[config.mk]
export PLATFORM = sky130hd
export DESIGN_NAME = pb_event_decoder
export DESIGN_NICKNAME = d
export VERILOG_FILES = /design/src/rtl/pb_pkg.sv /design/src/rtl/pb_event_timer.sv /design/src/rtl/pb_event_decoder.sv
export SDC_FILE = /design/constraint.sdc
export NUM_CORES = 1
export LEC_CHECK = 0
export ABC_AREA = 1
export CORE_UTILIZATION = 55
export CTS_CLUSTER_DIAMETER = 50
export CTS_CLUSTER_SIZE = 16
export DETAILED_ROUTE_END_ITERATION = 6
export GPL_ROUTABILITY_DRIVEN = 0
export PLACE_DENSITY = 0.87
export SYNTH_ARGS = -nofsm -noshare
export SYNTH_HDL_FRONTEND = slang
export SYNTH_SLANG_ARGS = --single-unit
[constraint.sdc]
create_clock -name clk -period 1.8 [get_ports clk]
set_input_delay 0.36 -clock clk [delete_from_list [all_inputs] [get_ports clk]]
set_output_delay 0.36 -clock clk [all_outputs]
set_load 0.03 [all_outputs]
[src/rtl/pb_pkg.sv]
// Shared definitions for the pushbutton event decoder: state encoding and
// bit positions of the packed event bus.
package pb_pkg;

   typedef enum logic [2:0] {
      ARM    = 3'd0,
      IDLE   = 3'd1,
      PRESS1 = 3'd2,
      LONG   = 3'd3,
      GAP    = 3'd4,
      PRESS2 = 3'd5
   } pb_state_e;

   localparam int unsigned EV_PRESS   = 0;
   localparam int unsigned EV_RELEASE = 1;
   localparam int unsigned EV_SHORT   = 2;
   localparam int unsigned EV_LONG    = 3;
   localparam int unsigned EV_DOUBLE  = 4;
   localparam int unsigned EV_W       = 5;

endpackage

[src/rtl/pb_event_timer.sv]
// Loadable up-counter shared between hold and gap timing; match flags that the
// next increment would reach the limit.
module pb_event_timer #(
   parameter int unsigned CNT_W = 8
) (
   input  logic             clk,
   input  logic             rst_p,
   input  logic             load,
   input  logic             inc,
   input  logic [CNT_W-1:0] limit,
   output logic             match
);

   logic [CNT_W-1:0] cnt_q;
   logic [CNT_W:0]   cnt_inc;

   // One extra bit so the compare cannot alias on overflow.
   assign cnt_inc = {1'b0, cnt_q} + (CNT_W+1)'(1);
   assign match   = (cnt_inc == {1'b0, limit});

   always_ff @(posedge clk or posedge rst_p) begin
      if (rst_p) begin
         cnt_q <= '0;
      end else if (load) begin
         cnt_q <= CNT_W'(1);
      end else if (inc) begin
         cnt_q <= cnt_inc[CNT_W-1:0];
      end
   end

endmodule

[src/rtl/pb_event_decoder.sv]
// Classifies a debounced button level into registered single-cycle events:
// press, release, short, long and double press.
module pb_event_decoder
   import pb_pkg::*;
#(
   parameter logic        ACTIVE_LEVEL = 1'b1,
   parameter int unsigned LONG_CYCLES  = 100,
   parameter int unsigned DOUBLE_GAP   = 30,
   parameter int unsigned CNT_W        = 8
) (
   input  logic clk,
   input  logic rst_p,
   input  logic pb_level,
   output logic press_pulse,
   output logic release_pulse,
   output logic short_press,
   output logic long_press,
   output logic double_press,
   output logic held
);

   localparam logic [CNT_W-1:0] LONG_LIM = CNT_W'(LONG_CYCLES);
   localparam logic [CNT_W-1:0] GAP_LIM  = CNT_W'(DOUBLE_GAP);

   pb_state_e        state_q, state_d;
   logic [EV_W-1:0]  ev_q, ev_d;
   logic             held_q, held_d;
   logic             act;
   logic             tmr_load, tmr_inc, tmr_match;
   logic [CNT_W-1:0] tmr_limit;

   assign act = (pb_level == ACTIVE_LEVEL);

   pb_event_timer #(
      .CNT_W (CNT_W)
   ) u_timer (
      .clk   (clk),
      .rst_p (rst_p),
      .load  (tmr_load),
      .inc   (tmr_inc),
      .limit (tmr_limit),
      .match (tmr_match)
   );

   always_comb begin
      state_d   = state_q;
      ev_d      = '0;
      tmr_load  = 1'b0;
      tmr_inc   = 1'b0;
      tmr_limit = (state_q == GAP) ? GAP_LIM : LONG_LIM;
      // ARM masks a button held through reset until it is first seen released.
      held_d    = (state_q != ARM) && act;

      case (state_q)
         ARM: begin
            if (!act) state_d = IDLE;
         end
         IDLE: begin
            if (act) begin
               state_d        = PRESS1;
               tmr_load       = 1'b1;
               ev_d[EV_PRESS] = 1'b1;
            end
         end
         PRESS1: begin
            if (act) begin
               if (tmr_match) begin
                  state_d       = LONG;
                  ev_d[EV_LONG] = 1'b1;
               end else begin
                  tmr_inc = 1'b1;
               end
            end else begin
               state_d          = GAP;
               tmr_load         = 1'b1;
               ev_d[EV_RELEASE] = 1'b1;
            end
         end
         LONG: begin
            if (!act) begin
               state_d          = IDLE;
               ev_d[EV_RELEASE] = 1'b1;
            end
         end
         GAP: begin
            if (act) begin
               state_d         = PRESS2;
               ev_d[EV_PRESS]  = 1'b1;
               ev_d[EV_DOUBLE] = 1'b1;
            end else if (tmr_match) begin
               state_d        = IDLE;
               ev_d[EV_SHORT] = 1'b1;
            end else begin
               tmr_inc = 1'b1;
            end
         end
         PRESS2: begin
            if (!act) begin
               state_d          = IDLE;
               ev_d[EV_RELEASE] = 1'b1;
            end
         end
         default: state_d = ARM;
      endcase
   end

   always_ff @(posedge clk or posedge rst_p) begin
      if (rst_p) begin
         state_q <= ARM;
         ev_q    <= '0;
         held_q  <= 1'b0;
      end else begin
         state_q <= state_d;
         ev_q    <= ev_d;
         held_q  <= held_d;
      end
   end

   assign press_pulse   = ev_q[EV_PRESS];
   assign release_pulse = ev_q[EV_RELEASE];
   assign short_press   = ev_q[EV_SHORT];
   assign long_press    = ev_q[EV_LONG];
   assign double_press  = ev_q[EV_DOUBLE];
   assign held          = held_q;

endmodule

==> results.yml, run 1 <==
die:
  floorplan.rows: 15
  fp.dieW_um: 44.8
  start_util_pct: 58.5
  die_y_um: 44.8
  design.portCount: 9
  fp.dieArea_um2: 2010
  core_um2: 1730
final_layout:
  finalInstanceArea_um2: 1320
  nets: 160
  most_common_library_cell_in_the_layout_ignoring_fill_and_taps: "nand2_1"
  ff_latch_area_um2: 427
  layout.core_utilization_pct: 76.6
  syn2layout_area_growth_pct: 31.0
  fraction_of_final_layout_cells_sized_beyond_drive_strength_1_pct: 27.7
  antenna_cells_inserted: 0
  footprint_of_the_multi_input_gates_um2: 604
  layout.cells.most_common_list: "nand2_1 (36), nand3_1 (20), dfrtp_1 (16)"
  fillerInstances: 126
synthesis:
  yosys.cell_types.count: 26
  synth-compound-area-share_pct: 7.43
  synth_seq_area_share_pct: 42.1
  synth_top_family_by_area: "simple AND/OR/NAND/NOR gates"
  synthesis.nets: 134
  synth-xor-area-share_pct: 1.73
  synth_simple_gate_area_share_pct: 41.4
  synth-adder-area-share_pct: 1.24
  synth-seq-cells: 17
  mappedNetlistArea_um2: 1010
  synthesis.instances: 130
  syn-mean-instance-area_um2: 7.77
  synth_mux_area_share_pct: 0
  yosys_warnings: 0
detailed_routing:
  detail-route-antenna-nets: 0
  first_iter_violations: 33
  avgRoutedWirePerCell_um: 14.6
  drc: 0
  vias_per_cell: 5.47
  vias: 985
  routed_wirelength_um: 2620
  drt_pass1_iterations: 4
worst_setup_path:
  crit_family: "simple AND/OR/NAND/NOR gates"
  critical_path_buf_inv_count: 3
  crit_required_ns: 1.99
  cp_data_arrival_time_ns: 1.98
  criticalPathCategory: "flop to flop"
  slowest_cp_cell: "dfrtp_1"
  cp_common_cell: "nand3_1"
  crit_path_cells: "buf_4 -> inv_1 -> nor2_2 -> nand2_1 -> nand3_1 -> nand3_1 -> nor2_2 -> nand3_4 -> buf_6 -> nand3_1 -> nand2_1"
  critPathCaptureType: "flop"
  crit_path_start_kind: "flop"
  cp_max_fo: 5
  max_stage_delay_ns: 0.41
flow_run:
  timing.max_cap.violations: 0
sta:
  tightestPinTransition_ns: 0.395
  setup_total_negative_slack_ns: 0
  final.min_clock_period_ns: 1.79
  worst_slack_ns: 0.0136
  count_of_pins_over_their_slew_limit: 0
  setup_viol: 0
  finalCritPeriodShare_pct: 99.2
  fin_hold_ws_ns: 0.376
  hold_viol: 0
  max_freq_mhz: 560
  worst_clock_skew_ns: 0.00298
  slew_headroom_pct: 73.6
  grt_setup_unrepaired: "yes"
clock_tree:
  clock_insertion_delay_worst_skew_ns: 0.29
  cts_hold_repair.buffers: 0
  buffers_from_clock_root_to_sink_at_most: 2
  total_number_of_clock_tree_sinks: 17
  clock-root-buffer: "clkbuf_4"
  clk_pin_slew_worst_paths_ns: 0.10
  clock_tree_from_tritoncts: "done"
  h-tree-depth: 1
  tritoncts.num_buffers: 3
place:
  port-buffer-count: 8
  preCtsSetupSlack_ns: 0.00167
  placed_area_um2: 1200
  dp_hpwl_um: 1720
pwr:
  cellPowerDensity_nw_per_um2: 1230
  power.leakage_nw: 0.627
  ir_drop_v: 0.00110
min_path:
  hold_path_class: "primary input to asynchronous set/reset pin"
grt:
  globalRouteOverflowTotal: 0
  grt_usage_pct: 28.1
  grt_antenna_before_repair: 0
  largest_net_degree_at_the_start_of_global_routing: 18
  first_pass_grt_wire_length_um: 4010
  first_global_vias: 942
outcome:
  run_status: "finished, final reports clean"
## registers in the layout, indices dropped and copies added, names as in the netlist
signal         flops
u_timer.cnt_q      8
ev_q               5
state_q            3
held               1
## path summary, 6_finish.rpt
path | from | to | slack, ns | cells after the start
worst max-delay path | u_timer.cnt_q[0] | u_timer.cnt_q[4] | 0.01 | 11
worst min-delay path | rst_p | u_timer.cnt_q[5] | 0.38 | 3
worst max register to register | u_timer.cnt_q[0] | u_timer.cnt_q[4] | 0.01 | 11
worst min register to register | u_timer.cnt_q[7] | u_timer.cnt_q[7] | 0.57 | 2
max in group asynchronous | rst_p | u_timer.cnt_q[2] | 1.22 | 3
min in group clk | u_timer.cnt_q[7] | u_timer.cnt_q[7] | 0.57 | 2
## area by class of cell
cell class	count	area share [%]
multi-input combinational	100	45.7
clock buffer	4	1.99
inverter	12	3.41
tap	25	2.37
timing repair buffer	22	14.3
sequential	17	32.3
## report_power, final
part / internal [mW] / total [mW] / switching [mW]
Clock: 0.0863 / 0.209 / 0.123
Combinational: 0.348 / 0.855 / 0.507
Sequential: 0.470 / 0.558 / 0.0874
## cells in the mapped netlist (all sizes together)
| cell | instances | area, um2 |
|---|---|---|
| nand2 | 40 | 165 |
| nand3 | 25 | 135 |
| dfrtp | 17 | 425 |
| inv | 12 | 45.0 |
| nor2 | 12 | 55.1 |
| nand4 | 4 | 25.0 |
| a21oi | 3 | 15.0 |
| o21ai | 3 | 22.5 |
| buf | 2 | 16.3 |
| o21bai | 2 | 22.5 |
| or2 | 2 | 12.5 |
| xor2 | 2 | 17.5 |
| ha | 1 | 12.5 |
| nand3b | 1 | 7.51 |
| nor3 | 1 | 10.0 |
| nor3b | 1 | 7.51 |
| o211ai | 1 | 7.51 |
| o21a | 1 | 7.51 |
## stage by stage
stage / cells / power [mW]
final: 180 / 1.62
after global routing: 180 / 1.73
after CTS: 178 / 1.51
after detailed placement: 174 / 1.29
after global placement: 174 / 1.25
after floorplan: 130 / 1.00
## worst register-to-register path: cells and delay by family (launching register included)
kind          cells  cell delay, ns
flops             1            0.41
simple gates      8            0.90
buf+inv           3            0.39
## layer usage
| layer | share of wire (%) | vias to the layer above | global-route usage (%) |
|---|---|---|---|
| li1 | - | 482 | - |
| met5 | 0 | - | 0 |
| met1 | 40 | 459 | 32.8 |
| met4 | 3.3 | 0 | 15.8 |
| met3 | 4.4 | 10 | 6.00 |
| met2 | 52 | 34 | 47.9 |
## cell families (layout without fill, tap and decap cells)
group	Yosys count	after routing
buffers and inverters	14	38
and+or+nand+nor	86	87
AOI/OAI and AO/OA	10	10
adders and majority gates	1	1
DFF	17	17
xor gates and xnor gates	2	2
## repair_timing
item / in CTS / in global routing
setup endpoints to repair: 2 / 10
pin swaps: 0 / 10
cloned: 0 / 1
resized for setup: 1 / 14
buffers inserted: 0 / 1
Note: power is estimated with default switching activity, not from simulation.
==> inputs of run 2 (changes only) <==
--- a/config.mk
+++ b/config.mk
@@ -6,12 +6,14 @@
 export NUM_CORES = 1
 export LEC_CHECK = 0
 export ABC_AREA = 1
+export ABC_CLOCK_PERIOD_IN_PS = 1800
 export CORE_UTILIZATION = 55
 export CTS_CLUSTER_DIAMETER = 50
 export CTS_CLUSTER_SIZE = 16
 export DETAILED_ROUTE_END_ITERATION = 6
 export GPL_ROUTABILITY_DRIVEN = 0
 export PLACE_DENSITY = 0.87
+export SETUP_SLACK_MARGIN = 0.3
 export SYNTH_ARGS = -nofsm -noshare
 export SYNTH_HDL_FRONTEND = slang
 export SYNTH_SLANG_ARGS = --single-unit
==> results.yml, run 2 (synthesis results as in run 1) <==
pwr:
  share_comb_of_total_power_pct: 52.1
  power.leakage_nw: 0.670
  swShare_pct: 45.4
  seqPwrFrac_pct: 35.0
  power.total_mw: 1.62
  power_report.internal_total_uw: 885
  p_switching_uw: 737
  cellPowerDensity_nw_per_um2: 1230
  clockPowerShare_pct: 12.8
  ir_drop_v: 0.000917
clock_tree:
  total_number_of_clock_tree_sinks: 17
  clock_insertion_delay_worst_skew_ns: 0.30
  clock-root-buffer: "clkbuf_4"
  buffers_from_clock_root_to_sink_at_most: 2
  h-tree-depth: 1
  clock_tree_from_tritoncts: "done"
  cts_hold_repair.buffers: 0
  clk_pin_slew_worst_paths_ns: 0.11
  tritoncts.num_buffers: 3
final_layout:
  final_cells: 179
  nets: 159
  fraction_of_final_layout_cells_sized_beyond_drive_strength_1_pct: 30.5
  largest_reg_flops: 8
  antenna_cells_inserted: 0
  layout.cells.most_common_list: "nand2_1 (33), nand3_1 (20), dfrtp_1 (14)"
  largest_register: "u_timer.cnt_q"
  most_common_library_cell_in_the_layout_ignoring_fill_and_taps: "nand2_1"
  fillerInstances: 117
  layout.core_utilization_pct: 76.5
  syn2layout_area_growth_pct: 30.9
  finalInstanceArea_um2: 1320
  reg.largest.list: "u_timer.cnt_q (8), ev_q (5), state_q (3)"
place:
  dp_hpwl_um: 1600
  preCtsSetupSlack_ns: -0.0118
  dpl_cells: 171
  placed_area_um2: 1200
  port-buffer-count: 8
min_path:
  hold_path_class: "primary input to asynchronous set/reset pin"
detailed_routing:
  drc: 0
  routed_wirelength_um: 2580
  first_iter_violations: 42
  vias_per_cell: 5.54
  vias: 992
  detail-route-antenna-nets: 0
  drt_pass1_iterations: 4
  avgRoutedWirePerCell_um: 14.4
worst_setup_path:
  criticalPathCategory: "flop to flop"
  endpoint: "u_timer.cnt_q[2]"
  crit_required_ns: 2.00
  rr_worst_depth: 10
  max_stage_delay_ns: 0.47
  crit_path_start_kind: "flop"
  cp_data_arrival_time_ns: 2.00
  slowest_cp_cell: "dfrtp_2"
  crit-reg2reg-launch: "u_timer.cnt_q[2]"
  critPathCaptureType: "flop"
  cp_max_fo: 6
  crit_path_cells: "nand2_1 -> nor2_1 -> nand2_1 -> nand3_1 -> nand3_1 -> nor2_2 -> nand3_4 -> buf_4 -> nand3_1 -> nand2_1"
  worst_setup_path_startpoint: "u_timer.cnt_q[2]"
  setup_slack_of_the_most_critical_reg_to_reg_path_ns: -0.002
  endpoint_of_the_lowest_slack_register_to_register_path: "u_timer.cnt_q[2]"
sta:
  worst_slack_ns: -0.00236
  final.min_clock_period_ns: 1.80
  tightestPinTransition_ns: 0.422
  grt_setup_unrepaired: "yes"
  max_freq_mhz: 555
  hold_viol: 0
  slew_headroom_pct: 71.6
  worst_clock_skew_ns: 0.0135
  setup_total_negative_slack_ns: -0.00236
  fin_hold_ws_ns: 0.364
  count_of_pins_over_their_slew_limit: 0
  finalCritPeriodShare_pct: 100
  setup_viol: 1
grt:
  globalRouteOverflowTotal: 0
  first_global_vias: 836
  first_pass_grt_wire_length_um: 3610
  grt_antenna_before_repair: 0
  largest_net_degree_at_the_start_of_global_routing: 18
  grt_usage_pct: 24.4
die:
  die_y_um: 44.8
  core_um2: 1730
  fp.dieW_um: 44.8
  start_util_pct: 58.5
  fp.dieArea_um2: 2010
  design.portCount: 9
  floorplan.rows: 15
outcome:
  violations: "negative setup slack"
  run_status: "finished with violations"
flow_run:
  timing.max_cap.violations: 0
==> run 2: changes by cell type in the layout (fill, tap and decap cells not counted), moves of 2 or more <==
cell / before / now
nand2_4: 1 / 4
clkdlybuf4s50_1: 8 / 2
nand2_1: 36 / 33
dlygate4sd2_1: 0 / 6
dfrtp_1: 16 / 14
dfrtp_2: 1 / 3
==> run 2: final cells by class <==
type	instances	area (um2)	area share (%)
repair buffers	21	174	13.2
flip-flops and latches	17	429	32.5
multi-input cells	100	614	46.5
well taps	25	31.3	2.37
inverters	12	45.0	3.41
clock buffers	3	22.5	1.70
clock inverters	1	5.00	0.379
==> run 2: critical path: cells and delay by family (launching register included) <==
kind / cells / cell delay (ns)
simple gates: 9 / 1.05
buf+inv: 1 / 0.18
flops: 1 / 0.47
==> run 2: worst min path at each step <==
stage | end | slack [ns] | cells after the start
2_1_floorplan | ev_q[0] | 0.29 | 1
3_3_place_gp | u_timer.cnt_q[7] | 0.51 | 2
3_5_place_dp | u_timer.cnt_q[7] | 0.52 | 2
4_1_cts | ev_q[2] | 0.37 | 3
5_1_grt | ev_q[1] | 0.42 | 3
6_report | ev_q[1] | 0.36 | 3
==> run 2: timing repair <==
item / CTS / global route
pin swaps: 0 / 5
setup buffers: 1 / 2
endpoints found under the setup margin: 18 / 12
cloned: 0 / 1
endpoints found under the hold margin: 0 / 0
gates resized for setup: 9 / 14
==> run 2: layer usage <==
metal | vias up | part of all wire, % | GRT usage, %
met5 | - | 0 | 0
met4 | 0 | 1.2 | 6.06
met3 | 8 | 4.1 | 5.20
met2 | 29 | 51 | 39.1
met1 | 475 | 44 | 33.8
li1 | 480 | - | -
==> run 2: power by group through the flow <==
| stage | Combinational, mW | Sequential [mW] | Clock [mW] |
|---|---|---|---|
| floorplan | 0.406 | 0.626 | 0 |
| global placement | 0.692 | 0.557 | 0 |
| detailed placement | 0.716 | 0.566 | 0 |
| CTS | 0.717 | 0.560 | 0.212 |
| global route | 0.916 | 0.574 | 0.230 |
| finish | 0.846 | 0.568 | 0.208 |
==> inputs of run 3 (changes only) <==
--- a/config.mk
+++ b/config.mk
@@ -12,8 +12,9 @@
 export CTS_CLUSTER_SIZE = 16
 export DETAILED_ROUTE_END_ITERATION = 6
 export GPL_ROUTABILITY_DRIVEN = 0
-export PLACE_DENSITY = 0.87
+export PLACE_DENSITY = 0.86
 export SETUP_SLACK_MARGIN = 0.3
 export SYNTH_ARGS = -nofsm -noshare
 export SYNTH_HDL_FRONTEND = slang
+export SYNTH_HIERARCHICAL = 1
 export SYNTH_SLANG_ARGS = --single-unit
==> results.yml, run 3 <==
final_layout:
  syn2layout_area_growth_pct: 53.3
  antenna_cells_inserted: 0
  most_common_library_cell_in_the_layout_ignoring_fill_and_taps: "nand2_1"
  layout.cells.most_common_list: "nand2_1 (41), buf_4 (28), inv_1 (25)"
  fraction_of_final_layout_cells_sized_beyond_drive_strength_1_pct: 38.5
  largest_reg_flops: 8
  fillerInstances: 66
  largest_register: "u_timer/cnt_q"
  nets: 218
  footprint_of_the_multi_input_gates_um2: 699
  ff_latch_area_um2: 427
  reg.largest.list: "u_timer/cnt_q (8), ev_q (5), state_q (3)"
  finalInstanceArea_um2: 1670
synthesis:
  synth_top_area_cell: "dfrtp_1"
  ys.flop_type: "dfrtp_1"
  synthesis.instances: 162
  yosys.cell_count.top_type: "nand2_1"
  yosys_warnings: 6
  synth_seq_area_share_pct: 39.0
  synthArstFlopShare_pct: 100
  mappedNetlistArea_um2: 1090
  synth-seq-cells: 17
  synthDominantCellAreaShare_pct: 39.0
  yosys.cell_types.count: 24
  synth-edff-count: 0
  syn-mean-instance-area_um2: 6.73
  ys_top_cells_by_area: "dfrtp_1 (39%), nand2_1 (18%), nand3_1 (10%), inv_1 (10%), o22ai_1 (3.4%)"
  synth.top_cells.by_count: "nand2_1 (53), inv_1 (29), nand3_1 (22)"
worst_setup_path:
  cp_max_fo: 7
  crit_path_start_kind: "flop"
  slowest_cp_cell: "dfrtp_1"
  max_stage_delay_ns: 0.46
  crit_required_ns: 2.02
  critPathCaptureType: "flop"
  crit_path_cells: "ha_4 -> xnor2_1 -> nand2_1 -> nor2_2 -> nand3_1 -> nor3_2 -> inv_2 -> nand2_2 -> nor2_2 -> nor2_2 -> inv_2 -> or2_4 -> o22ai_1"
  criticalPathCategory: "flop to flop"
  cp_data_arrival_time_ns: 2.82
  setup_slack_of_the_most_critical_reg_to_reg_path_ns: -0.80
  cp_common_cell: "nor2_2"
sta:
  grt_setup_unrepaired: "yes"
  worst_clock_skew_ns: 0.00141
  hold_viol: 0
  setup_viol: 12
  slew_headroom_pct: 58.2
  tightestPinTransition_ns: 0.620
  count_of_pins_over_their_slew_limit: 0
  final.min_clock_period_ns: 2.60
  max_freq_mhz: 384
  finalCritPeriodShare_pct: 145
  worst_slack_ns: -0.804
clock_tree:
  clock_tree_from_tritoncts: "done"
  buffers_from_clock_root_to_sink_at_most: 2
  total_number_of_clock_tree_sinks: 17
  cts_hold_repair.buffers: 0
  clock_insertion_delay_worst_skew_ns: 0.30
  clk_pin_slew_worst_paths_ns: 0.11
  clock-root-buffer: "clkbuf_4"
  tritoncts.num_buffers: 3
  h-tree-depth: 1
pwr:
  ir_drop_v: 0.00106
  power.total_mw: 2.26
  power.leakage_nw: 0.862
  cellPowerDensity_nw_per_um2: 1350
detailed_routing:
  drc: 0
  vias_per_cell: 6.66
  vias: 1585
  first_iter_violations: 223
  detail-route-antenna-nets: 0
  routed_wirelength_um: 5110
  drt_pass1_iterations: 6
  avgRoutedWirePerCell_um: 21.5
grt:
  grt_usage_pct: 46.0
  largest_net_degree_at_the_start_of_global_routing: 11
  first_global_vias: 1481
  globalRouteOverflowTotal: 0
  grt_antenna_before_repair: 0
  first_pass_grt_wire_length_um: 6720
min_path:
  hold_path_class: "primary input to asynchronous set/reset pin"
place:
  port-buffer-count: 8
  dp_hpwl_um: 2240
  placed_area_um2: 1410
flow_run:
  timing.max_cap.violations: 0
die:
  die_y_um: 46.5
  core_um2: 1800
  design.portCount: 9
  fp.dieArea_um2: 2170
  fp.dieW_um: 46.5
  start_util_pct: 60.6
  floorplan.rows: 15
outcome:
  violations: "negative setup slack"
  run_status: "finished with violations"
run 3: repair_timing:
action,4_1_cts,5_1_grt
gates resized for setup,30,23
setup buffers,9,1
endpoints found under the hold margin,0,0
pin swaps,16,18
endpoints found under the setup margin,18,13
run 3: critical path, delay by kind of cell (launching register included):
family / cells / cell delay (ns)
compound gates: 1 / 0.21
xor+xnor: 1 / 0.19
fa+ha+maj: 1 / 0.27
buf+inv: 2 / 0.16
flops: 1 / 0.46
simple gates: 8 / 1.23
run 3: cell families after synthesis:
logic type | Yosys count | synth area share, %
simple gates | 93 | 38.6
buf+inv | 31 | 10.7
xor+xnor | 1 | 0.803
flops | 17 | 39.0
compound gates | 17 | 9.06
other cells | 2 | 0.688
fa+ha+maj | 1 | 1.15
run 3: final cells by class:
type,count,area share [%]
multi-input combinational,118,41.8
clock inverter,1,0.299
clock buffer,3,1.35
tap,25,1.87
sequential,17,25.5
inverter,30,6.88
timing repair buffer,44,22.3
run 3: path summary, 6_finish.rpt:
check / startpoint / end / cells past startpoint
min in group clk: state_q[2] / state_q[2] / 3
worst max register to register: u_timer/cnt_q[0] / u_timer/cnt_q[5] / 13
worst min-delay path: rst_p / state_q[0] / 2
max in group asynchronous: rst_p / u_timer/cnt_q[2] / 2
worst max-delay path: u_timer/cnt_q[0] / u_timer/cnt_q[5] / 13
worst min register to register: state_q[2] / state_q[2] / 3
run 3: routing by layer:
layer	part of all wire (%)	vias up	global-route usage (%)
li1	-	611	-
met1	32	691	50.4
met2	42	192	71.1
met3	14	91	18.4
met4	12	0	30.6
met5	0	-	11.4
run 3: report_power, final:
part | internal (mW) | total, mW | switching (mW)
combinational | 0.586 | 1.48 | 0.895
sequential | 0.473 | 0.557 | 0.0835
clock | 0.0829 | 0.224 | 0.141
total | 1.14 | 2.26 | 1.12
run 3: stage by stage:
step           hold WS (ns)  utilization, %  setup WS [ns]  setup TNS [ns]  cells
2_1_floorplan         0.176               -         -0.443           -3.37    166
3_3_place_gp          0.587            78.3         -0.328           -2.81    224
3_5_place_dp          0.607            78.3         -0.499           -4.52    224
4_1_cts               0.365            88.4         -0.437           -4.53    237
5_1_grt               0.396            92.8         -0.915           -9.54    238
6_report              0.378            92.8         -0.804           -8.25    238
